File: src/rtl/bcd_pkg.sv
// Shared types and constants for the BCD-to-binary converter.
package bcd_pkg;

   typedef enum logic [1:0] {
      S_IDLE  = 2'd0,
      S_SHIFT = 2'd1,
      S_DONE  = 2'd2
   } bcd_state_e;

   localparam int BCD_DIGIT_W    = 4;
   localparam int DEFAULT_DIGITS = 7;
   localparam int DEFAULT_BIN_W  = 36;

   // Smallest width w such that 2^w covers every value up to 10^digits - 1.
   function automatic int min_bin_w(input int digits);
      longint lim;
      int     w;
      lim = 1;
      w   = 0;
      for (int i = 0; i < digits; i++) lim = lim * 10;
      while ((longint'(1) << w) < lim) w++;
      return w;
   endfunction

endpackage

File: src/rtl/bcd_digit_sub3.sv
// One reverse double-dabble correction: a digit of 8 or more loses 3.
module bcd_digit_sub3 (
   input  logic [3:0] digit_i,
   output logic [3:0] digit_o
);

   always_comb begin
      digit_o = digit_i;
      if (digit_i >= 4'd8) digit_o = digit_i - 4'd3;
   end

endmodule

File: src/rtl/bcd_2_binary.sv
// Multi-cycle BCD-to-binary converter (reverse double-dabble, one bit per clock).
// Optional macro BCD_CHECK_EN adds the registered bcd_err invalid-digit flag.
module bcd_2_binary
   import bcd_pkg::*;
#(
   parameter int DIGITS = DEFAULT_DIGITS,
   parameter int BIN_W  = DEFAULT_BIN_W
) (
   input  logic                          clk,
   input  logic                          reset_n,
   input  logic                          start,
   input  logic [BCD_DIGIT_W*DIGITS-1:0] bcd,
   output logic                          busy,
   output logic                          valid,
   output logic [BIN_W-1:0]              binary
`ifdef BCD_CHECK_EN
   ,
   output logic                          bcd_err
`endif
);

   localparam int BCD_W = BCD_DIGIT_W * DIGITS;
   localparam int R_W   = BCD_W + BIN_W;
   localparam int CNT_W = (BIN_W > 1) ? $clog2(BIN_W) : 1;

   if (BIN_W < min_bin_w(DIGITS)) begin : g_bad_bin_w
      $error("bcd_2_binary: BIN_W too small for DIGITS");
   end

   bcd_state_e       state_q, state_d;
   logic [R_W-1:0]   r_q, r_d;
   logic [CNT_W-1:0] cnt_q, cnt_d;
   logic             busy_q, busy_d;
   logic             valid_q, valid_d;
   logic [BIN_W-1:0] binary_q, binary_d;

   logic [R_W-1:0]   r_shift;
   logic [R_W-1:0]   r_adj;

   // Shift first, then correct every BCD digit in parallel on the shifted value.
   assign r_shift = r_q >> 1;
   assign r_adj[BIN_W-1:0] = r_shift[BIN_W-1:0];

   for (genvar i = 0; i < DIGITS; i++) begin : g_digit
      bcd_digit_sub3 u_sub3 (
         .digit_i (r_shift[BIN_W + BCD_DIGIT_W*i +: BCD_DIGIT_W]),
         .digit_o (r_adj  [BIN_W + BCD_DIGIT_W*i +: BCD_DIGIT_W])
      );
   end

`ifdef BCD_CHECK_EN
   logic             err_q, err_d;
   logic [DIGITS-1:0] digit_bad;

   for (genvar i = 0; i < DIGITS; i++) begin : g_check
      assign digit_bad[i] = (bcd[BCD_DIGIT_W*i +: BCD_DIGIT_W] > 4'd9);
   end
`endif

   always_comb begin
      state_d  = state_q;
      r_d      = r_q;
      cnt_d    = cnt_q;
      busy_d   = busy_q;
      valid_d  = 1'b0;
      binary_d = binary_q;
`ifdef BCD_CHECK_EN
      err_d    = err_q;
`endif
      case (state_q)
         S_IDLE: begin
            if (start) begin
               r_d     = {bcd, {BIN_W{1'b0}}};
               cnt_d   = '0;
               busy_d  = 1'b1;
               state_d = S_SHIFT;
`ifdef BCD_CHECK_EN
               err_d   = |digit_bad;
`endif
            end
         end
         S_SHIFT: begin
            r_d = r_adj;
            if (cnt_q == CNT_W'(BIN_W - 1)) begin
               binary_d = r_adj[BIN_W-1:0];
               valid_d  = 1'b1;
               state_d  = S_DONE;
            end else begin
               cnt_d = cnt_q + CNT_W'(1);
            end
         end
         S_DONE: begin
            busy_d  = 1'b0;
            state_d = S_IDLE;
         end
         default: begin
            busy_d  = 1'b0;
            state_d = S_IDLE;
         end
      endcase
   end

   always_ff @(posedge clk) begin
      if (!reset_n) begin
         state_q  <= S_IDLE;
         r_q      <= '0;
         cnt_q    <= '0;
         busy_q   <= 1'b0;
         valid_q  <= 1'b0;
         binary_q <= '0;
`ifdef BCD_CHECK_EN
         err_q    <= 1'b0;
`endif
      end else begin
         state_q  <= state_d;
         r_q      <= r_d;
         cnt_q    <= cnt_d;
         busy_q   <= busy_d;
         valid_q  <= valid_d;
         binary_q <= binary_d;
`ifdef BCD_CHECK_EN
         err_q    <= err_d;
`endif
      end
   end

   assign busy   = busy_q;
   assign valid  = valid_q;
   assign binary = binary_q;
`ifdef BCD_CHECK_EN
   assign bcd_err = err_q;
`endif

endmodule

File: config.mk
export PLATFORM = sky130hd
export DESIGN_NAME = bcd_2_binary
export DESIGN_NICKNAME = d
export VERILOG_FILES = /design/src/rtl/bcd_pkg.sv /design/src/rtl/bcd_digit_sub3.sv /design/src/rtl/bcd_2_binary.sv
export SDC_FILE = /design/constraint.sdc
export NUM_CORES = 1
export LEC_CHECK = 0
export ABC_AREA = 1
export CAP_MARGIN = 20
export CORE_UTILIZATION = 44
export DETAILED_ROUTE_END_ITERATION = 10
export PLACE_DENSITY = 0.78
export SLEW_MARGIN = 20
export SYNTH_ARGS = -nofsm -noshare
export SYNTH_HDL_FRONTEND = slang
export SYNTH_SLANG_ARGS = --single-unit
export TNS_END_PERCENT = 30
File: constraint.sdc
create_clock -name clk -period 4 [get_ports clk]
set_clock_uncertainty 0.15 [all_clocks]
set_input_delay 0.6 -clock clk [delete_from_list [all_inputs] [get_ports clk]]
set_output_delay 0.6 -clock clk [all_outputs]
set_load 0.03 [all_outputs]
After elaboration in Yosys (flattened, before gate mapping). Cells that the tools add are included.

Register bits: 110. Word-level logic and storage cells: 53. Output and inout port bits: 38. Bits of input ports: 31.

Magnitude comparators: 7. Equal/unequal tests: 5. Bitwise logic cells: 1. Multiplexer cells: 18. Reduce and logical (&&, ||, !) cells: 8. Add/subtract/negate cells: 8.

Operator list (number): $pmux 64 s2 (1); $mux 64 (1); $mux 4 (7); $ge 4x4->1 const B (6); $sub 4x2->4 const B (6); $mux 6 (2); $pmux 6 s2 (1); $reduce_and 2->1 (5); $add 6x1->6 const B (1); $eq 6x6->1 const B (1); $ne 2x2->1 const B (3); $ge 3x4->1 const B (1); $mux 2 (2); $pmux 2 s2 (1); $sub 3x2->4 const B (1); $reduce_and 3->1 (1); $eq 2x1->1 const B (1); $logic_not 2->1 (1); $mux 1 (2); $pmux 1 s2 (1); $reduce_bool 2->1 (1); $not 1->1 (1).

Depth between registers and ports, before layout. Gate-level depths: netlist of the first run.

Depth after elaboration: 3. Mapped depth: 9. Depth with buffers taken out: 8.

Cells and area by module. A second synthesis of the first run with hierarchy kept.

Cell total of the unflattened synthesis: 697. Area total of the unflattened synthesis: 4853.4 um^2.

By module, submodules not included: bcd_2_binary (sequential area each 2182.1 um^2, instances 1, cells an instance 585, area an instance 4231.6 um^2); bcd_digit_sub3 (sequential area each 0.0 um^2, instances 7, cells an instance 16, area an instance 88.8 um^2).

Worst setup path before layout of the first run. No wires, ideal clock.

Path type: in2reg. Start point: input reset_n. End point: register binary_q[21], in the netlist binary[21]. Data required time: 3707 ps. Buffers on the path: 2. Stages: 4. Arrival: 1294 ps. Path slack: 2413 ps. Library setup time: 143 ps. Path through: buf_2 inv_2 buf_1 a21oi_1.

RTL lines: from (decl) (line bcd_2_binary.sv:10) `input logic reset_n,`; to (signal assigned) (line bcd_2_binary.sv:120) `binary_q <= binary_d;`; to (decl) (line bcd_2_binary.sv:35) `logic [BIN_W-1:0] binary_q, binary_d;`.

No word-level cell between the ends.

Final worst setup path of the first run.
Start point: register state_q[0]. End point: register r_q[15].

Longest elaborated chain between the ends: 3. Elaborated cells between the ends (all ways): 6. Those cells by class: eq/ne: 2; mux: 1; reduce/logical: 3.

Ends and longest elaborated chain: from (decl) (line bcd_2_binary.sv:30) `bcd_state_e state_q, state_d;`; from (signal assigned) (line bcd_2_binary.sv:115) `state_q <= state_d;`; $eq 2x1->1 / $logic_not 2->1 (equally long branches) (line bcd_2_binary.sv:70) `case (state_q)`; $reduce_bool 2->1 (no line) / $ne 2x2->1 (equally long branches); $reduce_and 2->1 (no line); to (signal assigned) (line bcd_2_binary.sv:116) `r_q <= r_d;`; to (decl) (line bcd_2_binary.sv:31) `logic [R_W-1:0] r_q, r_d;`.

Parallel ways exist; a longest one is shown, timed or not. A chain may end at the register's enable or synchronous reset.

==> results.md, run 1 <==
* DR DRC count at 0
* Mux share of post-synthesis cell area at 0%
* Post-Synth Simple-Gate Area at 21.7%
* FMAX at 0.418 GHz
* Hold WS at 0.320 ns
* Post-synth top area share at 46.7%
* Die ar. at 11,000 um^2
* Vias in the first global route at 3,942
* Crit end category: flop
* Required @ worst endpoint at 4.14 ns
* Top FF cell, synth: dfxtp_1
* Count leader, synth: nand2_1
* Layout cell share with drive strength beyond 1 at 7.32%
* Ys Warns at 0
* # Post-CTS Setup Buffers at 0
* Global-route usage over all layers at 18.7%
* Max Slew Vio Count at 0
* Num ports at 69
* Final weighted congestion in routability-driven placement at 0.834
* Hold WC Path Type: reg -> reg
* Clk pin slew, worst setup/hold paths at 0.10 ns
* Leakage at 1.97 nW
* Final setup TNS at 0 ns
* Netlist cell types at 30
* Gr ovfl total at 0
* H-tree depth at 3
* Routed Wire Length at 10,200 um
* Total CTS buffers at 9
* DRT iter0 DRCs at 227
* Avg Cell Area, Syn at 7.55 um^2
* Largest net degree at the start of global routing at 63
* Syn Nets at 663
* Global-route wire length before repair at 17,200 um
* CP arrival at 2.53 ns
* Die Ht at 105 um
* RSZ-0062 raised after global routing: false
* # setup viols final at 0
* Worst VDD drop at 0.000176 V
* Fill cells at 957
* # diodes at 0
* Mapped cell area at 4680 um^2
* Row Count at 37
* Largest family of logic cells by synthesized area: simple AND/OR/NAND/NOR gates
* Die Width at 105 um
* Dpl hpwl at 6600 um
* Seq/Total Area, Yosys at 46.7%
* Starting Density at 45.3%
* Post-route minimum period at 2.39 ns
* Final ANT Viol Nets at 0
* P per Cell Area at 356 nW/um^2
* Design Area, Final at 5510 um^2
* Final std cells w/o fill at 805
* Bufs on Longest Clock Path at 2
* Worst-margin pin slew at 0.915 ns
* Area leader, netlist: dfxtp_1
* Util after Layout at 53.4%
* Ys async rst share at 0%
* XOR/XNOR share of the synthesized area at 1.31%
* WL/cell at 12.7 um
* FF+latch count, synth at 109
* Crit-path max FO at 56
* Syn Inst Count at 619
* Resized Gates After CTS at 0
* CTS tree: built
* Startpoint Class: flop
* Reg2Reg Setup Slack at 1.61 ns
* Final-report hold violation count at 0
* Later-pin clock latency in the skew report at 0.36 ns
* Compound-Gate Fraction of Synth Area at 18.9%
* Area Growth Syn to Fin at 17.9%
* I/O Buffers at 68
* Clk root buf: clkbuf_8
* Adder-Cell Fraction of Synth Area at 3.48%
* Hold_buf cts at 0
* CP Class: reg -> reg
* Final Cycle Share at 59.8%
* Vias per inst at 5.09
* Maximum Capacitance Violations at 0
* Post-Place Cell Area at 5340 um^2
* Synth area leaders: dfxtp_1 (47%), nand2_1 (15%), a21oi_1 (11%)
* Inst Count DP at 790
* 1st-pass router iterations at 5
* CTS Sinks at 109
* Antenna violations before repair at 0
* Leading cell types by count after synthesis: nand2_1 (190), dfxtp_1 (109), a21oi_1 (107), o21ai_0 (42), inv_1 (34)
* Status: finished clean
* # nets final at 709
* Core area at 10,300 um^2
* EDFF count, synth at 0
* Slew margin rel. at 38.9%
* DR vias at 4,099
==> flip-flops by register name (all words and copies together), names as in the netlist <==
name,flops
busy,1
state_q,2
valid,1
cnt_q,6
r_q,63
binary,36
==> report_power, final <==
| part | internal [W] | switching [W] |
|---|---|---|
| clock | 0.000236 | 0.000387 |
| sequential | 0.00111 | 0.0000317 |
| combinational | 0.0000763 | 0.000117 |
==> metal layers <==
metal  GRT usage [%]  routed length, um
met1            22.5               4630
met2            33.3               5030
met3            2.62                356
met4            8.15                229
met5               0                  0
==> placed cells by master, fill, tap and decap left out, types with 10 or more instances in the layout <==
cell type        netlist  layout
clkdlybuf4s50_1        0      68
nor2_1                30      30
ha_1                  13      13
inv_1                 34      34
o21ai_0               42      42
dfxtp_1              109     109
a21oi_1              107     107
nand2_1              190     190
nand2_2               10      10
==> worst paths after layout <==
| kind | start | end | cells past startpoint |
|---|---|---|---|
| setup / recovery | state_q[0] | r_q[15] | 5 |
| hold / removal | r_q[63] | r_q[63] | 2 |
| setup reg to reg | state_q[0] | r_q[15] | 5 |
| hold reg to reg | r_q[63] | r_q[63] | 2 |
==> logic make-up (layout without fill, tap and decap cells) <==
kind of cell / Yosys count / after routing
buffers and inverters: 76 / 126
AO/OA/AOI/OAI: 168 / 168
adder cells (fa/ha/maj): 13 / 13
XOR/XNOR: 7 / 7
flip-flops: 109 / 109
AND/OR/NAND/NOR: 246 / 246
==> stage by stage <==
| step | power [W] | worst slack, ns |
|---|---|---|
| 3_3_place_gp | 0.00135 | 1.30 |
| 2_1_floorplan | 0.00130 | 2.41 |
| 6_report | 0.00196 | 1.61 |
| 4_1_cts | 0.00197 | 1.62 |
| 5_1_grt | 0.00205 | 1.41 |
| 3_5_place_dp | 0.00136 | 1.23 |
==> cell type report <==
| cell class | count | area, um^2 | share of cell area [%] |
|---|---|---|---|
| Timing Repair Buffer | 71 | 703 | 12.8 |
| Sequential cell | 109 | 2180 | 39.6 |
| Clock inverter | 6 | 53.8 | 0.976 |
| Tap cell | 136 | 170 | 3.09 |
| Inverter | 40 | 158 | 2.86 |
| Clock buffer | 9 | 124 | 2.25 |
| Multi-Input combinational cell | 434 | 2120 | 38.5 |
==> critical path, stage by stage (launching register included) <==
cell     delay, ns
dfxtp_1       0.45
nand2_4       0.31
nand2_4       0.29
inv_2         0.76
nand2_1       0.13
a21oi_1       0.18
(Power assumes the default switching activity.)
==> inputs of run 2 (changes only) <==
==> constraint.sdc (replaced) <==
create_clock -name clk -period 2.4 [get_ports clk]
set_clock_uncertainty 0.15 [all_clocks]
set_input_delay 0.36 -clock clk [delete_from_list [all_inputs] [get_ports clk]]
set_output_delay 0.36 -clock clk [all_outputs]
set_load 0.03 [all_outputs]
==> run 2 against run 1 <==
  * Global-route usage is 0.29 points higher
  * Fmax rose by 20%
  * Via count up 0.12%
  * Largest cell class unchanged
  * Routed wire length decreased by 0.76%
  * Clock-buffer cell count stayed put
  * Sequential share of layout area decreased by 0.78 points
  * Combinational power increased by 78%
  * Non-clock buffer count rose by 6
  * Design area rose by 2.0%
  * Register-to-register slack got worse by 1.2 ns
  * Clock power rose by 81%
  * Critical path depth grew 2
==> results.md, run 2 (synthesis gave the netlist of run 1 again) <==
* Status: finished clean (unchanged)
* CTS tree: built (unchanged)
* Cell chain of the critical path: ha_1, inv_1, nor2_2, nand3_4, inv_6, nand2_1, a21oi_1 (was nand2_4, nand2_4, inv_2, nand2_1, a21oi_1)
* Antenna violations before repair at 0 (unchanged)
* Sequential power share at 56.4% (was 58.4%)
* Routed Wire Length at 10,200 um (about the same)
* # setup viols final at 0 (unchanged)
* Combinational fraction of design power at 10.2% (was 9.9%)
* Largest delay contributor family on the critical path: simple AND/OR/NAND/NOR gates (was buffers and inverters)
* Global-route usage over all layers at 19.0% (was 18.7%)
* DRT iter0 DRCs at 252 (was 227)
* Max Slew Vio Count at 0 (unchanged)
* Die Ht at 105 um (unchanged)
* Clk pin slew, worst setup/hold paths at 0.12 ns (was 0.10 ns)
* FF-to-FF path depth at 7 (was 5)
* Slew margin rel. at 74.2% (was 38.9%)
* Reg2Reg Setup Slack at 0.41 ns (was 1.61 ns)
* Final Cycle Share at 83.0% (was 59.8%)
* Area Growth Syn to Fin at 20.3% (was 17.9%)
* Crit end category: flop (unchanged)
* Starting Density at 45.3% (unchanged)
* Critical path buffers and inverters at 2 (was 1)
* Crit path from: cnt_q[0] (was state_q[0])
* DR vias at 4,104 (was 4,099)
* WL/cell at 12.5 um (was 12.7 um)
* Commonest non-fill, non-tap cell in the layout: nand2_1 (unchanged)
* Critical path's slowest cell: dfxtp_1 (was inv_2)
* RSZ-0062 raised after global routing: false (unchanged)
* Worst r2r src: cnt_q[0] (was state_q[0])
* Global-route wire length before repair at 17,300 um (was 17,200 um)
* Startpoint Class: flop (unchanged)
* Crit-path max FO at 37 (was 56)
* Sw Share at 28.3% (was 27.3%)
* Final ANT Viol Nets at 0 (unchanged)
* Worst-margin pin slew at 0.388 ns (was 0.915 ns)
* Commonest non-fill, non-tap cells in the layout: nand2_1 (190), dfxtp_1 (109), a21oi_1 (107), clkdlybuf4s50_1 (68), o21ai_0 (42) (unchanged)
* Vias in the first global route at 3,939 (was 3,942)
* Resized Gates After CTS at 0 (unchanged)
* 1st-pass router iterations at 5 (unchanged)
* Later-pin clock latency in the skew report at 0.37 ns (was 0.36 ns)
* DP Worst Slack at 0.433 ns (was 1.23 ns)
* P per Cell Area at 600 nW/um^2 (was 356 nW/um^2)
* Power Internal at 0.00242 W (was 0.00143 W)
* Final setup TNS at 0 ns (unchanged)
* FMAX at 0.502 GHz (was 0.418 GHz)
* Reg with most FFs: r_q (unchanged)
* Clk pwr share at 33.4% (was 31.8%)
* Final worst slack at 0.407 ns (was 1.61 ns)
* DR DRC count at 0 (unchanged)
* I/O Buffers at 68 (unchanged)
* Maximum Capacitance Violations at 0 (unchanged)
* # Post-CTS Setup Buffers at 0 (unchanged)
* Dpl hpwl at 6720 um (was 6600 um)
* Final weighted congestion in routability-driven placement at 0.818 (was 0.834)
* Total CTS buffers at 9 (unchanged)
* Layout cell share with drive strength beyond 1 at 8.28% (was 7.32%)
* Largest net degree at the start of global routing at 70 (was 63)
* Worst flop-to-flop path endpoint: binary[8] (was r_q[15])
* Hold Crit Endpoint: binary[4] (was r_q[63])
* Clk root buf: clkbuf_8 (unchanged)
* Num ports at 69 (unchanged)
* Worst hold path depth at 2 (unchanged)
* Gr ovfl total at 0 (unchanged)
* Leakage at 2.03 nW (was 1.97 nW)
* CP Class: reg -> reg (unchanged)
* Delay of the slowest critical-path stage at 0.42 ns (was 0.76 ns)
* Sw Pwr at 0.000954 W (was 0.000536 W)
* H-tree depth at 3 (unchanged)
* Hold_buf cts at 0 (unchanged)
* Bufs on Longest Clock Path at 2 (unchanged)
* Hold WC Path Type: reg -> reg (unchanged)
* CP arrival at 2.15 ns (was 2.53 ns)
* Origin of the worst min-delay path: r_q[5] (was r_q[63])
* Max reg flops at 63 (unchanged)
* Die Width at 105 um (unchanged)
* # diodes at 0 (unchanged)
* Row Count at 37 (unchanged)
* Vias per inst at 5.05 (was 5.09)
* Die ar. at 11,000 um^2 (unchanged)
* Final-report hold violation count at 0 (unchanged)
* Post-route minimum period at 1.99 ns (was 2.39 ns)
* Worst VDD drop at 0.000354 V (was 0.000176 V)
* Core area at 10,300 um^2 (unchanged)
* # nets final at 715 (was 709)
* Required @ worst endpoint at 2.55 ns (was 4.14 ns)
* Fill cells at 937 (was 957)
* CTS Sinks at 109 (unchanged)
* Hold WS at 0.323 ns (was 0.320 ns)
-- run 2: layout make-up --
class                      instances  area [um^2]  share of cell area (%)
sequential                       109         2180                    38.8
clock inverter                     7         93.8                    1.67
timing repair buffer              77          773                    13.8
inverter                          40          158                    2.80
multi-input combinational        434         2120                    37.7
clock buffer                       9          124                    2.20
tap                              136          170                    3.03
-- run 2: stage by stage --
step	std cells	utilization [%]	total power [W]	cell area, um^2
finish	812	54.5	0.00337	5620
global route	812	54.5	0.00353	5620
CTS	812	54.5	0.00340	5620
detailed placement	796	52.4	0.00228	5410
global placement	796	52.4	0.00227	5410
floorplan	619	-	0.00217	4680
-- run 2: worst max path at each step --
stage,to,depth (start not counted),slack [ns]
finish,binary[8],7,0.41
CTS,binary[8],7,0.41
detailed placement,r_q[14],7,0.43
floorplan,binary[24],8,0.91
global route,binary[2],7,0.24
global placement,binary[14],7,0.48
-- run 2: worst min-delay path: stages (launching register included) --
cell     delay (ns)
dfxtp_1        0.34
nand2_1        0.06
a21oi_1        0.05
-- run 2: power groups by stage --
stage | combinational (W) | clock [W] | sequential [W]
floorplan | 0.000232 | 0 | 0.00193
global placement | 0.000326 | 0 | 0.00194
detailed placement | 0.000340 | 0 | 0.00194
CTS | 0.000343 | 0.00115 | 0.00190
global route | 0.000387 | 0.00123 | 0.00191
finish | 0.000343 | 0.00113 | 0.00190
-- run 2: metal layers --
metal,GRT usage [%],vias to the layer above,part of all wire (%)
met5,0,-,0
met4,6.74,0,1.4
met3,3.24,14,4.7
met2,33.6,112,49
met1,23.2,1885,45
li1,-,2093,-
